### src/rtl/operand_fetch.sv
// Operand fetch stage: issues register-bank reads for an accepted instruction,
// resolves writeback hazards and holds the resolved operands until execute takes them.
module operand_fetch #(
  parameter int XLEN   = 32,
  parameter int ADDR_W = 5,
  parameter int TAG_W  = 32
) (
  input  logic              clk,
  input  logic              reset,
  input  logic              in_valid,
  output logic              in_ready,
  input  logic [ADDR_W-1:0] in_rs1,
  input  logic [ADDR_W-1:0] in_rs2,
  input  logic [ADDR_W-1:0] in_rd,
  input  logic [TAG_W-1:0]  in_tag,
  output logic [ADDR_W-1:0] rf_raddr1,
  output logic [ADDR_W-1:0] rf_raddr2,
  input  logic [XLEN-1:0]   rf_dout1,
  input  logic [XLEN-1:0]   rf_dout2,
  input  logic              wb_enable,
  input  logic [ADDR_W-1:0] wb_addr,
  input  logic [XLEN-1:0]   wb_data,
  output logic              out_valid,
  input  logic              out_ready,
  output logic [XLEN-1:0]   out_rs1_val,
  output logic [XLEN-1:0]   out_rs2_val,
  output logic [ADDR_W-1:0] out_rd,
  output logic [TAG_W-1:0]  out_tag
);

  typedef enum logic [1:0] {IDLE, READ, HOLD} state_t;

  state_t            state_q, state_d;
  logic [ADDR_W-1:0] rs1_q, rs1_d, rs2_q, rs2_d, rd_q, rd_d;
  logic [TAG_W-1:0]  tag_q, tag_d;
  logic              fwd1_q, fwd1_d, fwd2_q, fwd2_d;
  logic [XLEN-1:0]   fwd_data1_q, fwd_data1_d, fwd_data2_q, fwd_data2_d;
  logic [XLEN-1:0]   op1_q, op1_d, op2_q, op2_d;
  logic              accept;

  // x0 is hardwired to zero, so a write to it never counts as a hit.
  function automatic logic wb_hit(input logic we, input logic [ADDR_W-1:0] wa,
                                  input logic [ADDR_W-1:0] rs);
    return we && (wa == rs) && (wa != '0);
  endfunction

  function automatic logic [XLEN-1:0] resolve(input logic [ADDR_W-1:0] rs,
                                              input logic hit,
                                              input logic fwd,
                                              input logic [XLEN-1:0] fwd_data,
                                              input logic [XLEN-1:0] dout);
    if (rs == '0)   return '0;
    else if (hit)   return wb_data;
    else if (fwd)   return fwd_data;
    else            return dout;
  endfunction

  assign in_ready  = !reset && ((state_q == IDLE) || ((state_q == HOLD) && out_ready));
  assign accept    = in_valid && in_ready;
  assign rf_raddr1 = in_ready ? in_rs1 : rs1_q;
  assign rf_raddr2 = in_ready ? in_rs2 : rs2_q;

  assign out_valid   = (state_q == HOLD);
  assign out_rs1_val = op1_q;
  assign out_rs2_val = op2_q;
  assign out_rd      = rd_q;
  assign out_tag     = tag_q;

  always_comb begin
    state_d     = state_q;
    rs1_d       = rs1_q;
    rs2_d       = rs2_q;
    rd_d        = rd_q;
    tag_d       = tag_q;
    fwd1_d      = fwd1_q;
    fwd2_d      = fwd2_q;
    fwd_data1_d = fwd_data1_q;
    fwd_data2_d = fwd_data2_q;
    op1_d       = op1_q;
    op2_d       = op2_q;

    case (state_q)
      IDLE:    if (accept) state_d = READ;
      READ:    state_d = HOLD;
      HOLD: begin
        if (accept)         state_d = READ;
        else if (out_ready) state_d = IDLE;
      end
      default: state_d = IDLE;
    endcase

    // The bank returns pre-write data for a write landing in the accept cycle.
    if (accept) begin
      rs1_d  = in_rs1;
      rs2_d  = in_rs2;
      rd_d   = in_rd;
      tag_d  = in_tag;
      fwd1_d = wb_hit(wb_enable, wb_addr, in_rs1);
      fwd2_d = wb_hit(wb_enable, wb_addr, in_rs2);
      if (fwd1_d) fwd_data1_d = wb_data;
      if (fwd2_d) fwd_data2_d = wb_data;
    end

    if (state_q == READ) begin
      op1_d = resolve(rs1_q, wb_hit(wb_enable, wb_addr, rs1_q), fwd1_q, fwd_data1_q, rf_dout1);
      op2_d = resolve(rs2_q, wb_hit(wb_enable, wb_addr, rs2_q), fwd2_q, fwd_data2_q, rf_dout2);
    end else if (state_q == HOLD) begin
      if (wb_hit(wb_enable, wb_addr, rs1_q)) op1_d = wb_data;
      if (wb_hit(wb_enable, wb_addr, rs2_q)) op2_d = wb_data;
    end
  end

  always_ff @(posedge clk or posedge reset) begin
    if (reset) begin
      state_q     <= IDLE;
      rs1_q       <= '0;
      rs2_q       <= '0;
      rd_q        <= '0;
      tag_q       <= '0;
      fwd1_q      <= 1'b0;
      fwd2_q      <= 1'b0;
      fwd_data1_q <= '0;
      fwd_data2_q <= '0;
      op1_q       <= '0;
      op2_q       <= '0;
    end else begin
      state_q     <= state_d;
      rs1_q       <= rs1_d;
      rs2_q       <= rs2_d;
      rd_q        <= rd_d;
      tag_q       <= tag_d;
      fwd1_q      <= fwd1_d;
      fwd2_q      <= fwd2_d;
      fwd_data1_q <= fwd_data1_d;
      fwd_data2_q <= fwd_data2_d;
      op1_q       <= op1_d;
      op2_q       <= op2_d;
    end
  end

endmodule
### config.mk
export PLATFORM = sky130hd
export DESIGN_NAME = operand_fetch
export DESIGN_NICKNAME = d
export VERILOG_FILES = /design/src/rtl/operand_fetch.sv
export SDC_FILE = /design/constraint.sdc
export NUM_CORES = 1
export LEC_CHECK = 0
export ABC_AREA = 0
export CAP_MARGIN = 20
export CORE_MARGIN = 1.5
export CORE_UTILIZATION = 43
export CTS_CLUSTER_DIAMETER = 100
export DETAILED_ROUTE_END_ITERATION = 8
export PLACE_DENSITY = 0.78
export SLEW_MARGIN = 0
export SYNTH_ARGS = -nofsm -noshare
export SYNTH_HDL_FRONTEND = slang
export SYNTH_SLANG_ARGS = --single-unit
### constraint.sdc
create_clock -name clk -period 6.05 [get_ports clk]
set_input_delay 0.9075 -clock clk [delete_from_list [all_inputs] [get_ports clk]]
set_output_delay 0.9075 -clock clk [all_outputs]
set_load 0.01 [all_outputs]
==> flow_metrics.py, run 1 <==
metrics = {
    "status": {
        "status": "finished, final reports clean",
    },
    "clocking": {
        "path_clk_slew_ns": 0.07,
        "root_buffer": "clkbuf_16",
        "cts_buffers": 17,
        "cts.htree.levels": 4,
        "cts_hold_buf": 0,
        "clock-sinks": 179,
        "cts_max_path_buffers": 2,
        "cts-resized-gates": 0,
        "postCtsSetupBuffers": 0,
        "clock_latency_ns": 0.43,
        "cts_tree": "built",
    },
    "timing": {
        "worstMarginPinSlew_ns": 1.09,
        "max_freq_mhz": 248,
        "tns_ns": 0,
        "maxSlewHeadroom_pct": 26.8,
        "hold_viol_final": 0,
        "setup_viol": 0,
        "grt_setup_unrepaired": "false",
        "fin_crit_ns": 4.04,
        "fin_worst_skew_ns": 0.0128,
        "slew_viol_final": 0,
        "worst_slack_ns": 2.01,
        "fin_crit_sh_pct": 66.7,
    },
    "detailed_routing": {
        "ant_nets": 0,
        "via_per_inst": 5.58,
        "vias": 6738,
        "drc": 0,
        "drt_iter0_markers": 305,
        "dr.pass1.iters": 4,
        "wirelength_um": 25200,
        "post_drt_wl_per_cell_um": 20.8,
    },
    "die": {
        "die-width_um": 144,
        "core_area_mm2": 0.0195,
        "die_y_um": 144,
        "die_area_mm2": 0.0209,
        "start_util_pct": 44.1,
        "fp-row-count": 51,
        "ioPinCount": 266,
    },
    "cells_and_area": {
        "seq_area_mm2": 0.00448,
        "fillers": 1595,
        "fin_nets": 1088,
        "finalNonFillerCells": 1207,
        "areaGrowthSynthToFinish_pct": 40.8,
        "multiInputGateArea_mm2": 0.00388,
        "postLayoutCoreUtil_pct": 62.1,
        "drive_gt1_share_pct": 19.2,
    },
    "power": {
        "power.leakage_nw": 5.38,
        "ir_worst_vdd_v": 0.000251,
        "p_per_area_mw_per_mm2": 437,
    },
    "setup_path": {
        "crit_top_cell": "clkdlybuf4s50_1",
        "critPathMaxFanout": 13,
        "cpPeakStageDelay_ns": 0.69,
        "crit_type": "in -> out",
        "crit_arrival_ns": 3.13,
        "worstPathRequired_ns": 5.14,
        "cp_slowest_cell": "nor2_1",
        "worst_setup_path_start_kind": "input pin",
        "path_cells": "clkdlybuf4s50_1, a21oi_1, nor2_1, mux2_2, clkdlybuf4s50_1",
        "end_kind": "primary output",
    },
    "synthesis": {
        "ys_seq_area_share_pct": 52.0,
        "synth_seq_cells": 179,
        "yosysUniqueCellTypes": 35,
        "syn-instance-count": 694,
        "synth_nets": 852,
        "netlist_area_mm2": 0.00861,
        "ys_warn_count": 0,
        "synth_area_per_cell_um2": 12.4,
    },
    "place": {
        "io_buffers": 265,
        "place_ws_ns": 2.02,
        "dpl.hpwl_um": 16800,
        "place_inst": 1175,
        "gp_congestion": 0.818,
    },
    "global_routing": {
        "grt_usage_pct": 24.7,
        "grt_max_degree": 144,
        "grt_pass1_vias": 6998,
        "grt_overflow_total": 0,
        "grt_antenna_before_repair": 1,
        "grt_pass1_wl_um": 38900,
    },
    "min_path": {
        "hold_class": "reg -> reg",
    },
    "job": {
        "drv_cap": 0,
    },
}
-- worst paths after layout --
check,from,slack (ns),endpoint,depth (start not counted)
setup / recovery,out_ready,2.01,rf_raddr1[2],5
hold / removal,fwd_data2_q[0]$_DFFE_PP0P_,0.49,fwd_data2_q[0]$_DFFE_PP0P_,1
setup reg to reg,rs1_q[1]$_DFFE_PP0N_,2.93,out_rs1_val[1]$_DFFE_PP0P_,5
hold reg to reg,fwd_data2_q[0]$_DFFE_PP0P_,0.49,fwd_data2_q[0]$_DFFE_PP0P_,1
max in group asynchronous,reset,3.79,fwd_data2_q[4]$_DFFE_PP0P_,4
min in group asynchronous,reset,0.88,out_tag[28]$_DFFE_PP0N_,2
-- through the flow --
| step | hold slack, ns | cell area [um2] | power, mW |
|---|---|---|---|
| 2_1_floorplan | 0.458 | 8610 | 2.90 |
| 3_3_place_gp | 0.466 | 11400 | 4.03 |
| 3_5_place_dp | 0.476 | 11400 | 4.09 |
| 4_1_cts | 0.491 | 12100 | 5.33 |
| 5_1_grt | 0.501 | 12100 | 5.57 |
| 6_report | 0.487 | 12100 | 5.30 |
-- cell type report --
cell class	instances	share of cell area, %
clock buffers	17	3.51
inverters	4	0.186
diodes	1	0.0207
flip-flops and latches	179	37.0
multi-input cells	453	32.1
well taps	265	2.74
repair buffers	275	22.7
clock inverters	13	1.83
-- metal layers --
metal | wire length, um | GRT usage [%]
met4 | 285 | 7.81
met5 | 0 | 0
met1 | 10600 | 32.6
met3 | 2170 | 6.89
met2 | 12100 | 39.3
-- kinds of logic after synthesis --
family	after synthesis	synth area share (%)
DFF	179	52.0
AOI/OAI and AO/OA	105	9.46
muxes	185	23.3
buffers and inverters	62	3.40
xor gates and xnor gates	20	2.03
and+or+nand+nor	138	9.07
adders and majority gates	5	0.727
-- state kept, by name, summed over array words and instances (netlist names) --
register     count
out_tag         32
rs2_q            5
fwd2_q           1
fwd_data1_q     32
out_rd           5
rs1_q            5
out_rs2_val     32
fwd1_q           1
state_q          2
fwd_data2_q     32
out_rs1_val     32
-- synth_stat cells, drive strengths merged --
cell type / n / share of area (%)
nor3: 52 / 3.0
and2: 2 / 0.15
a311oi: 1 / 0.10
a211o: 51 / 5.2
a21oi: 4 / 0.23
or4: 2 / 0.17
nor4: 4 / 0.64
nor2b: 1 / 0.073
ha: 5 / 0.73
xnor2: 12 / 1.2
or2: 1 / 0.10
nor2: 16 / 0.70
and3: 51 / 3.7
nand2: 4 / 0.17
buf: 19 / 1.5
mux2i: 64 / 7.4
or3b: 1 / 0.10
a21o: 2 / 0.17
dfrtp: 179 / 52
mux2: 121 / 16
o21a: 1 / 0.087
nand3: 4 / 0.23
xor2: 8 / 0.81
o21ai: 32 / 1.9
clkbuf: 39 / 1.7
o221a: 13 / 1.7
a31oi: 1 / 0.073
inv: 4 / 0.17
-- worst max-delay path, delay by kind of cell --
family	cells	cell delay, ns
buffers and inverters	2	1.01
and+or+nand+nor	1	0.69
muxes	1	0.42
AOI/OAI and AO/OA	1	0.09
-- layout by cell type, fill, tap and decap left out, types with 4 or more instances in the layout --
cell type and n:
o21ai_0 28, nand3_1 4, a211o_1 51, ha_1 5, o221a_2 13, nor3_1 52, inv_6 4, buf_4 9
mux2_1 8, nor2_1 16, mux2_2 113, mux2i_1 64, clkdlybuf4s50_1 265, xor2_1 8, xnor2_1 12, bufinv_16 5
dfrtp_1 177, clkbuf_16 17, and3_1 51
-- where the power goes --
part,internal (mW),switching [mW]
combinational,1.23,0.910
sequential,1.63,0.297
clock,0.739,0.492
Power figures use the tool's default switching activity.
==> run 2: changes to the inputs <==
==> constraint.sdc (replaced) <==
create_clock -name clk -period 3.5 [get_ports clk]
set_input_delay 0.525 -clock clk [delete_from_list [all_inputs] [get_ports clk]]
set_output_delay 0.525 -clock clk [all_outputs]
set_load 0.01 [all_outputs]
==> run 2 against run 1 <==
Against the previous run:
- worst setup slack lost 1.6 ns
- sequential cell count is the same
- sequential share of layout area shrank 0.40 points
- count of clock-buffer cells in the layout grew 2
- sequential power grew 72%
- die area is the same
- critical path depth grew 2
- global-route usage shrank 0.43 points
- design area grew 1.1%
- critical path type is now reg -> out
- largest cell class unchanged
==> flow_metrics.py, run 2 (synthesized netlist as in run 1, its figures left out) <==
metrics = {
    "setup_path": {
        "worst_setup_path_start_kind": "flip-flop",
        "worstPathRequired_ns": 2.97,
        "critPathMaxFanout": 13,
        "end_kind": "primary output",
        "crit_arrival_ns": 2.53,
        "crit_type": "reg -> out",
    },
    "timing": {
        "slew_viol_final": 0,
        "fin_worst_skew_ns": 0.0139,
        "fin_crit_sh_pct": 87.4,
        "grt_setup_unrepaired": "false",
        "setup_viol": 0,
        "worstMarginPinSlew_ns": 1.11,
        "hold_viol_final": 0,
        "fin_crit_ns": 3.06,
        "holdWs_ns": 0.488,
        "maxSlewHeadroom_pct": 26.1,
        "max_freq_mhz": 327,
        "tns_ns": 0,
    },
    "clocking": {
        "path_clk_slew_ns": 0.07,
        "cts_tree": "built",
        "cts_buffers": 17,
        "root_buffer": "clkbuf_16",
        "cts_max_path_buffers": 2,
        "clock_latency_ns": 0.43,
        "cts-resized-gates": 0,
        "clock-sinks": 179,
        "cts.htree.levels": 4,
        "postCtsSetupBuffers": 0,
        "cts_hold_buf": 0,
    },
    "global_routing": {
        "grt_max_degree": 52,
        "grt_usage_pct": 24.2,
        "grt_antenna_before_repair": 0,
        "grt_overflow_total": 0,
        "grt_pass1_wl_um": 38200,
        "grt_pass1_vias": 7113,
    },
    "place": {
        "dpl.hpwl_um": 17000,
        "gp_congestion": 0.802,
        "placed_area_mm2": 0.0116,
        "io_buffers": 265,
    },
    "status": {
        "status": "finished, final reports clean",
    },
    "die": {
        "ioPinCount": 266,
        "core_area_mm2": 0.0195,
        "fp-row-count": 51,
        "start_util_pct": 44.1,
        "die_area_mm2": 0.0209,
        "die_y_um": 144,
        "die-width_um": 144,
    },
    "detailed_routing": {
        "wirelength_um": 24800,
        "drc": 0,
        "via_per_inst": 5.51,
        "drt_iter0_markers": 270,
        "vias": 6727,
        "ant_nets": 0,
        "dr.pass1.iters": 4,
        "post_drt_wl_per_cell_um": 20.3,
    },
    "power": {
        "seqPwrFrac_pct": 36.4,
        "p_sw_mw": 2.92,
        "p_per_area_mw_per_mm2": 743,
        "clkPwrFrac_pct": 22.5,
        "power.leakage_nw": 5.44,
        "p_int_mw": 6.19,
        "switching_share_pct": 32.0,
        "combPwrFrac_pct": 41.0,
        "ir_worst_vdd_v": 0.000450,
    },
    "cells_and_area": {
        "antenna_cells": 0,
        "final_area_mm2": 0.0122,
        "final_common_cell": "clkdlybuf4s50_1",
        "areaGrowthSynthToFinish_pct": 42.3,
        "fin_nets": 1100,
        "drive_gt1_share_pct": 20.1,
        "final_cell_mix": "265 x clkdlybuf4s50_1, 177 x dfrtp_1, 113 x mux2_2",
    },
    "job": {
        "drv_cap": 0,
    },
    "min_path": {
        "hold_class": "reg -> reg",
    },
}
==> run 2: changes by cell type in the layout (fill, tap and decap cells not counted), sizes merged <==
cell / delta
bufinv: -1
clkinvlp: +1
clkinv: +1
diode: -1
clkbuf: +2
inv: -1
buf: +12
==> run 2: critical path, stage by stage (launching register included) <==
cell	delay (ns)
dfrtp_1	0.44
inv_1	0.11
ha_1	0.22
a21oi_1	0.10
nor2_1	0.09
buf_4	0.22
mux2_2	0.39
clkdlybuf4s50_1	0.52
==> run 2: path summary, 6_finish.rpt <==
check	from	endpoint	slack, ns	depth (start not counted)
max reg2reg	state_q[0]$_DFFE_PP0P_	fwd_data2_q[11]$_DFFE_PP0P_	0.76	8
max	state_q[0]$_DFFE_PP0P_	rf_raddr2[1]	0.44	7
min	out_rs2_val[21]$_DFFE_PP0P_	out_rs2_val[21]$_DFFE_PP0P_	0.49	1
min in group asynchronous	reset	out_tag[4]$_DFFE_PP0N_	0.71	2
max in group asynchronous	reset	rs1_q[1]$_DFFE_PP0N_	2.07	3
min reg2reg	out_rs2_val[21]$_DFFE_PP0P_	out_rs2_val[21]$_DFFE_PP0P_	0.49	1
==> run 2: power groups by stage <==
stage	clock network [mW]	registers, mW	logic (mW)
after floorplan	0	3.51	1.50
after detailed placement	0	3.35	3.73
after CTS	2.09	3.32	3.76
after global placement	0	3.33	3.67
final	2.05	3.32	3.74
after global routing	2.17	3.41	3.99
==> run 2: through the flow <==
stage | total power, mW | util [%] | setup slack [ns] | instances
finish | 9.11 | 62.7 | 0.442 | 1220
floorplan | 5.01 | - | 0.680 | 694
global placement | 7.00 | 59.5 | 0.562 | 1188
CTS | 9.17 | 62.7 | 0.437 | 1220
global route | 9.57 | 62.7 | 0.306 | 1220
detailed placement | 7.08 | 59.5 | 0.515 | 1188
==> run 2: area by class of cell <==
class	count	area, um2
Tap cell	265	332
Sequential cell	179	4480
Fill cell	1567	7280
Clock inverter	13	196
Inverter	4	18.8
Timing Repair Buffer	287	2910
Multi-Input combinational cell	453	3880
Clock buffer	19	433
==> run 2: routing by layer <==
layer | vias up | GRT usage, % | share of wire [%]
met1 | 3349 | 29.7 | 41
met3 | 38 | 7.88 | 8.7
li1 | 3058 | - | -
met2 | 282 | 40.0 | 48
met4 | 0 | 8.72 | 2.2
met5 | - | 0 | 0
